$ cat config.mk
export PLATFORM = sky130hd
export DESIGN_NAME = div_issue_ctrl
export DESIGN_NICKNAME = d
export VERILOG_FILES = /design/src/rtl/div_issue_ctrl.sv
export SDC_FILE = /design/constraint.sdc
export NUM_CORES = 1
export LEC_CHECK = 0
export ABC_AREA = 0
export CELL_PAD_IN_SITES_DETAIL_PLACEMENT = 0
export CELL_PAD_IN_SITES_GLOBAL_PLACEMENT = 1
export CORE_ASPECT_RATIO = 1.4
export CORE_UTILIZATION = 41
export DETAILED_ROUTE_END_ITERATION = 10
export PLACE_DENSITY = 0.81
export SLEW_MARGIN = 5
export SYNTH_ARGS = -nofsm -noshare
export SYNTH_HDL_FRONTEND = slang
export SYNTH_SLANG_ARGS = --single-unit
$ cat constraint.sdc
create_clock -name clk -period 3.3 [get_ports clk]
set_clock_uncertainty 0.15 [all_clocks]
set_input_delay 0.66 -clock clk [delete_from_list [all_inputs] [get_ports clk]]
set_output_delay 0.66 -clock clk [all_outputs]
set_load 0.1 [all_outputs]
$ cat src/rtl/div_issue_ctrl.sv
// Issue controller for a fixed-latency pipelined divider shared by two requesters.
// Handles round-robin arbitration, credit-based issue against a result FIFO,
// completion tracking via an internal valid shift register, and CDB broadcast.
module div_issue_ctrl #(
  parameter int DEPTH   = 8,
  parameter int LATENCY = 32
) (
  input  logic        clk,
  input  logic        reset,
  input  logic        flush,
  input  logic        req0_valid,
  output logic        req0_ready,
  input  logic [31:0] req0_a,
  input  logic [31:0] req0_b,
  input  logic [31:0] req0_pc,
  input  logic [7:0]  req0_tag,
  input  logic [3:0]  req0_op,
  input  logic        req1_valid,
  output logic        req1_ready,
  input  logic [31:0] req1_a,
  input  logic [31:0] req1_b,
  input  logic [31:0] req1_pc,
  input  logic [7:0]  req1_tag,
  input  logic [3:0]  req1_op,
  output logic        div_start,
  output logic [31:0] div_a,
  output logic [31:0] div_b,
  output logic [31:0] div_pc,
  output logic [7:0]  div_tag,
  output logic [3:0]  div_op,
  input  logic [31:0] div_result,
  input  logic [7:0]  div_tag_in,
  input  logic [31:0] div_pc_in,
  output logic        cdb_valid,
  input  logic        cdb_ready,
  output logic [31:0] cdb_result,
  output logic [31:0] cdb_pc,
  output logic [7:0]  cdb_tag,
  output logic        busy,
  output logic [4:0]  outstanding
);

  localparam int PW = $clog2(DEPTH);

  logic               ptr;
  logic               credit;
  logic               grant0;
  logic               grant1;
  logic               accept;
  logic               sel1;
  logic               capture;
  logic               pop;
  logic [LATENCY-1:0] vld_pipe;
  logic [31:0]        last_a;
  logic [31:0]        last_b;
  logic [31:0]        last_pc;
  logic [7:0]         last_tag;
  logic [3:0]         last_op;
  logic [31:0]        res_mem [DEPTH];
  logic [7:0]         tag_mem [DEPTH];
  logic [31:0]        pc_mem  [DEPTH];
  logic [PW-1:0]      wr_ptr;
  logic [PW-1:0]      rd_ptr;
  logic [PW:0]        fcount;

  // Credit check plus round-robin grant; ready goes only to the winner.
  always_comb begin
    credit     = !reset && !flush && (outstanding < 5'(DEPTH));
    grant0     = req0_valid && (!req1_valid || !ptr);
    grant1     = req1_valid && (!req0_valid || ptr);
    req0_ready = credit && grant0;
    req1_ready = credit && grant1;
    accept     = req0_ready || req1_ready;
    sel1       = req1_ready;
  end

  // Issue mux: winner's operands on accept, otherwise the last issued values.
  always_comb begin
    div_start = accept;
    div_a     = last_a;
    div_b     = last_b;
    div_pc    = last_pc;
    div_tag   = last_tag;
    div_op    = last_op;
    if (accept) begin
      if (sel1) begin
        div_a   = req1_a;
        div_b   = req1_b;
        div_pc  = req1_pc;
        div_tag = req1_tag;
        div_op  = req1_op;
      end else begin
        div_a   = req0_a;
        div_b   = req0_b;
        div_pc  = req0_pc;
        div_tag = req0_tag;
        div_op  = req0_op;
      end
    end
  end

  // Remember issued operands and hand priority to the requester that lost.
  always_ff @(posedge clk) begin
    if (reset) begin
      ptr      <= 1'b0;
      last_a   <= '0;
      last_b   <= '0;
      last_pc  <= '0;
      last_tag <= '0;
      last_op  <= '0;
    end else if (accept) begin
      ptr      <= !sel1;
      last_a   <= div_a;
      last_b   <= div_b;
      last_pc  <= div_pc;
      last_tag <= div_tag;
      last_op  <= div_op;
    end
  end

  // Completion tracker: the divider's own capture persists without a start,
  // so a result is only trusted when this accept-fed shift register says so.
  always_ff @(posedge clk) begin
    if (reset || flush) vld_pipe <= '0;
    else                vld_pipe <= {vld_pipe[LATENCY-2:0], accept};
  end

  assign capture   = vld_pipe[LATENCY-1];
  assign cdb_valid = (fcount != '0);
  assign pop       = cdb_valid && cdb_ready;

  // Result FIFO pointers and occupancy; capture and pop may coincide.
  always_ff @(posedge clk) begin
    if (reset || flush) begin
      wr_ptr <= '0;
      rd_ptr <= '0;
      fcount <= '0;
    end else begin
      if (capture) wr_ptr <= wr_ptr + PW'(1);
      if (pop)     rd_ptr <= rd_ptr + PW'(1);
      unique case ({capture, pop})
        2'b10:   fcount <= fcount + (PW+1)'(1);
        2'b01:   fcount <= fcount - (PW+1)'(1);
        default: fcount <= fcount;
      endcase
    end
  end

  // Result FIFO storage; cleared on reset so the CDB data reads zero.
  always_ff @(posedge clk) begin
    if (reset) begin
      for (int i = 0; i < DEPTH; i++) begin
        res_mem[i] <= '0;
        tag_mem[i] <= '0;
        pc_mem[i]  <= '0;
      end
    end else if (capture && !flush) begin
      res_mem[wr_ptr] <= div_result;
      tag_mem[wr_ptr] <= div_tag_in;
      pc_mem[wr_ptr]  <= div_pc_in;
    end
  end

  assign cdb_result = res_mem[rd_ptr];
  assign cdb_tag    = tag_mem[rd_ptr];
  assign cdb_pc     = pc_mem[rd_ptr];

  // Credit counter covering both in-flight and queued ops.
  always_ff @(posedge clk) begin
    if (reset || flush) begin
      outstanding <= '0;
    end else begin
      unique case ({accept, pop})
        2'b10:   outstanding <= outstanding + 5'd1;
        2'b01:   outstanding <= outstanding - 5'd1;
        default: outstanding <= outstanding;
      endcase
    end
  end

  assign busy = (outstanding != 5'd0);

endmodule

==> qor.yml <==
power_and_ir_drop:
  power_density_nw_per_um2: 478.6
  leakage_nw: 17.23
  max-vdd-ir-drop_mv: 0.3561
sta:
  post-route-period-util_pct: 103.9
  slew-limit-headroom_pct: 39.97
  maxSlewViolCount: 0
  hold_viol_final: 0
  setup_ws_ns: -0.1292
  rsz0062_at_grt: "true"
  final.min_clock_period_ns: 3.429
  setup_viol: 83
  worst_pin_slew_ns: 0.9005
  fmaxAchievable_ghz: 0.2916
grt:
  grt_use_total_pct: 25.10
  antenna_found_initial: 25
  grt_pass1_wl_um: 147900
  grt_max_degree: 73
  grt-ovfl-total: 0
  grt_pass1_vias: 22987
placement:
  placed_cell_area_um2: 43250
  port_buffers: 483
  dp_cells: 3831
  gp_congestion: 0.9200
  hpwl_um: 62350
synth:
  synth_ff_type: "edfxtp_1"
  synth_seq_cells: 735
  avgSynthCellArea_um2: 14.36
  synth_top_area_cell: "edfxtp_1"
  synth.distinct_cells: 43
  yosysWarnings: 0
  syn-cell-area_um2: 32640
  async_flop_share_pct: 0
  synthTopCellsByArea: "edfxtp_1 53%, and2_1 12%, mux4_2 9.9%, dfxtp_1 9.8%, mux2i_1 3.4%"
  yosys.area.top_type_share_pct: 52.99
  ys_seq_area_share_pct: 62.74
  syn-num-nets: 2578
  syn_inst: 2274
  synth_edf_count: 576
clock_network:
  htreeDepth: 3
  cts.sinks: 735
  path_clk_slew_ns: 0.06
  cts_hold_buffers: 0
  numCtsBuffers: 73
  cts_max_path_buffers: 3
  insertion_delay_ns: 0.62
  cts_tree: "built"
  cts_root_buf: "clkbuf_16"
worst_setup_path:
  worst_path_largest_cell_delay_ns: 0.36
  cpLargestDelayFamily: "buffers and inverters"
  worst-path-buf-inv: 5
  cp_data_required_time_ns: 2.49
  crit_top_cell: "buf_12"
  cp-start-kind: "flop"
  path_cells: "nor4_4 > buf_4 > nand3_4 > buf_12 > buf_16 > buf_12 > mux2i_4 > a21oi_4 > buf_12"
  cp_max_fo: 6
  worstSetupPathType: "reg -> out"
  arrival_ns: 2.62
  crit_slowest_cell: "dfxtp_4"
  end_kind: "output pin"
final_layout:
  final_common_cell: "and2_1"
  nNetsFinal: 3206
  area_growth_pct: 46.52
  final_cells: 4029
  fin_area_um2: 47830
  drive_gt1_share_pct: 33.76
  layout_common_cells: "607 x and2_1, 576 x edfxtp_1, 291 x clkdlybuf4s50_1"
detailed_routing:
  drt_iter0_markers: 1421
  vias: 21570
  drc: 0
  finalWirelength_um: 102100
  drt-wirelength-per-cell_um: 25.35
  antenna_left: 0
  drt_pass1_iterations: 7
  vias_per_cell: 5.354
worst_hold_path:
  min_path_type: "reg -> reg"
die:
  die_h_um: 335.9
  ioPinCount: 484
  placementRows: 122
  die_w_um: 240.5
  core_um2: 78920
  die_area_um2: 80770
  initial_core_util_pct: 41.36
outcome:
  violations: "setup timing"
  outcome: "finished, violations left"
job:
  drv_cap: 0
==> repair_timing <==
item | 4_1_cts | 5_1_grt
gates cloned | 12 | 16
buffers inserted | 11 | 14
endpoints found under the setup margin | 174 | 139
resized for setup | 164 | 99
pin swaps | 30 | 62
==> metrics by stage <==
stage	util, %	hold slack (ns)	power [W]	setup WS (ns)	TNS (ns)
finish	60.61	0.2688	0.02289	-0.1292	-6.238
global route	60.61	0.2809	0.02354	-0.1984	-13.82
floorplan	-	0.2557	0.01264	0.02712	0
global placement	54.81	0.2622	0.01431	-0.2822	-20.08
CTS	59.21	0.2724	0.02296	-0.09124	-5.008
detailed placement	54.81	0.2609	0.01437	-0.2934	-23.49
==> logic make-up (layout without fill, tap and decap cells) <==
family,count (synthesis),in the layout,share of synthesized area (%)
compound gates,236,236,4.523
xor+xnor,10,10,0.2683
fa+ha+maj,10,10,0.4063
buf+inv,175,860,2.208
flops,735,735,62.74
mux,326,326,15.79
other cells,0,16,0
simple gates,782,782,14.07
==> per-layer routing <==
layer	routed length (um)	share of wire [%]	global-route usage [%]
met3	8060	7.9	6.625
met2	53970	53	45.23
met4	4052	4.0	10.33
met5	91	0.089	0
met1	35950	35	27.69
==> state kept, by name (all words and copies together) (netlist names), named ones only <==
signal / cells
fcount: 4
last_a: 32
last_b: 32
last_op: 4
last_pc: 32
last_tag: 8
outstanding: 5
pc_mem: 256
ptr: 1
rd_ptr: 3
res_mem: 256
tag_mem: 64
vld_pipe: 32
wr_ptr: 3
==> worst paths after layout <==
path / slack (ns) / cells past startpoint / from / end
worst max-delay path: -0.13 / 9 / outstanding[3] / div_a[21]
worst min-delay path: 0.27 / 1 / vld_pipe[23] / vld_pipe[24]
worst max register to register: 0.47 / 10 / fcount[0] / outstanding[2]
worst min register to register: 0.27 / 1 / vld_pipe[23] / vld_pipe[24]
==> cell usage after synthesis, types with 7 or more instances <==
master,count
ha_1,9
nor2_1,129
and2_1,607
dfxtp_1,159
clkbuf_1,110
clkbuf_2,7
mux4_2,144
edfxtp_1,576
or2_2,8
xor2_1,9
a21oi_1,116
mux2i_1,110
a211oi_1,110
buf_2,44
nand2_1,7
mux2_2,72
inv_1,8
==> area by class of cell <==
cell class | instances | area, um2
timing repair buffer | 720 | 9851
multi-input combinational | 1364 | 13670
antenna | 16 | 40.04
clock buffer | 93 | 1984
clock inverter | 39 | 437.9
inverter | 8 | 30.03
tap | 1054 | 1319
sequential | 735 | 20500
fill | 5900 | 31090
==> where the power goes <==
group          switching [W]  internal, W
clock network        0.00365      0.00485
registers           0.000104       0.0103
logic                0.00239      0.00158
Note: power is estimated with default switching activity, not from simulation.
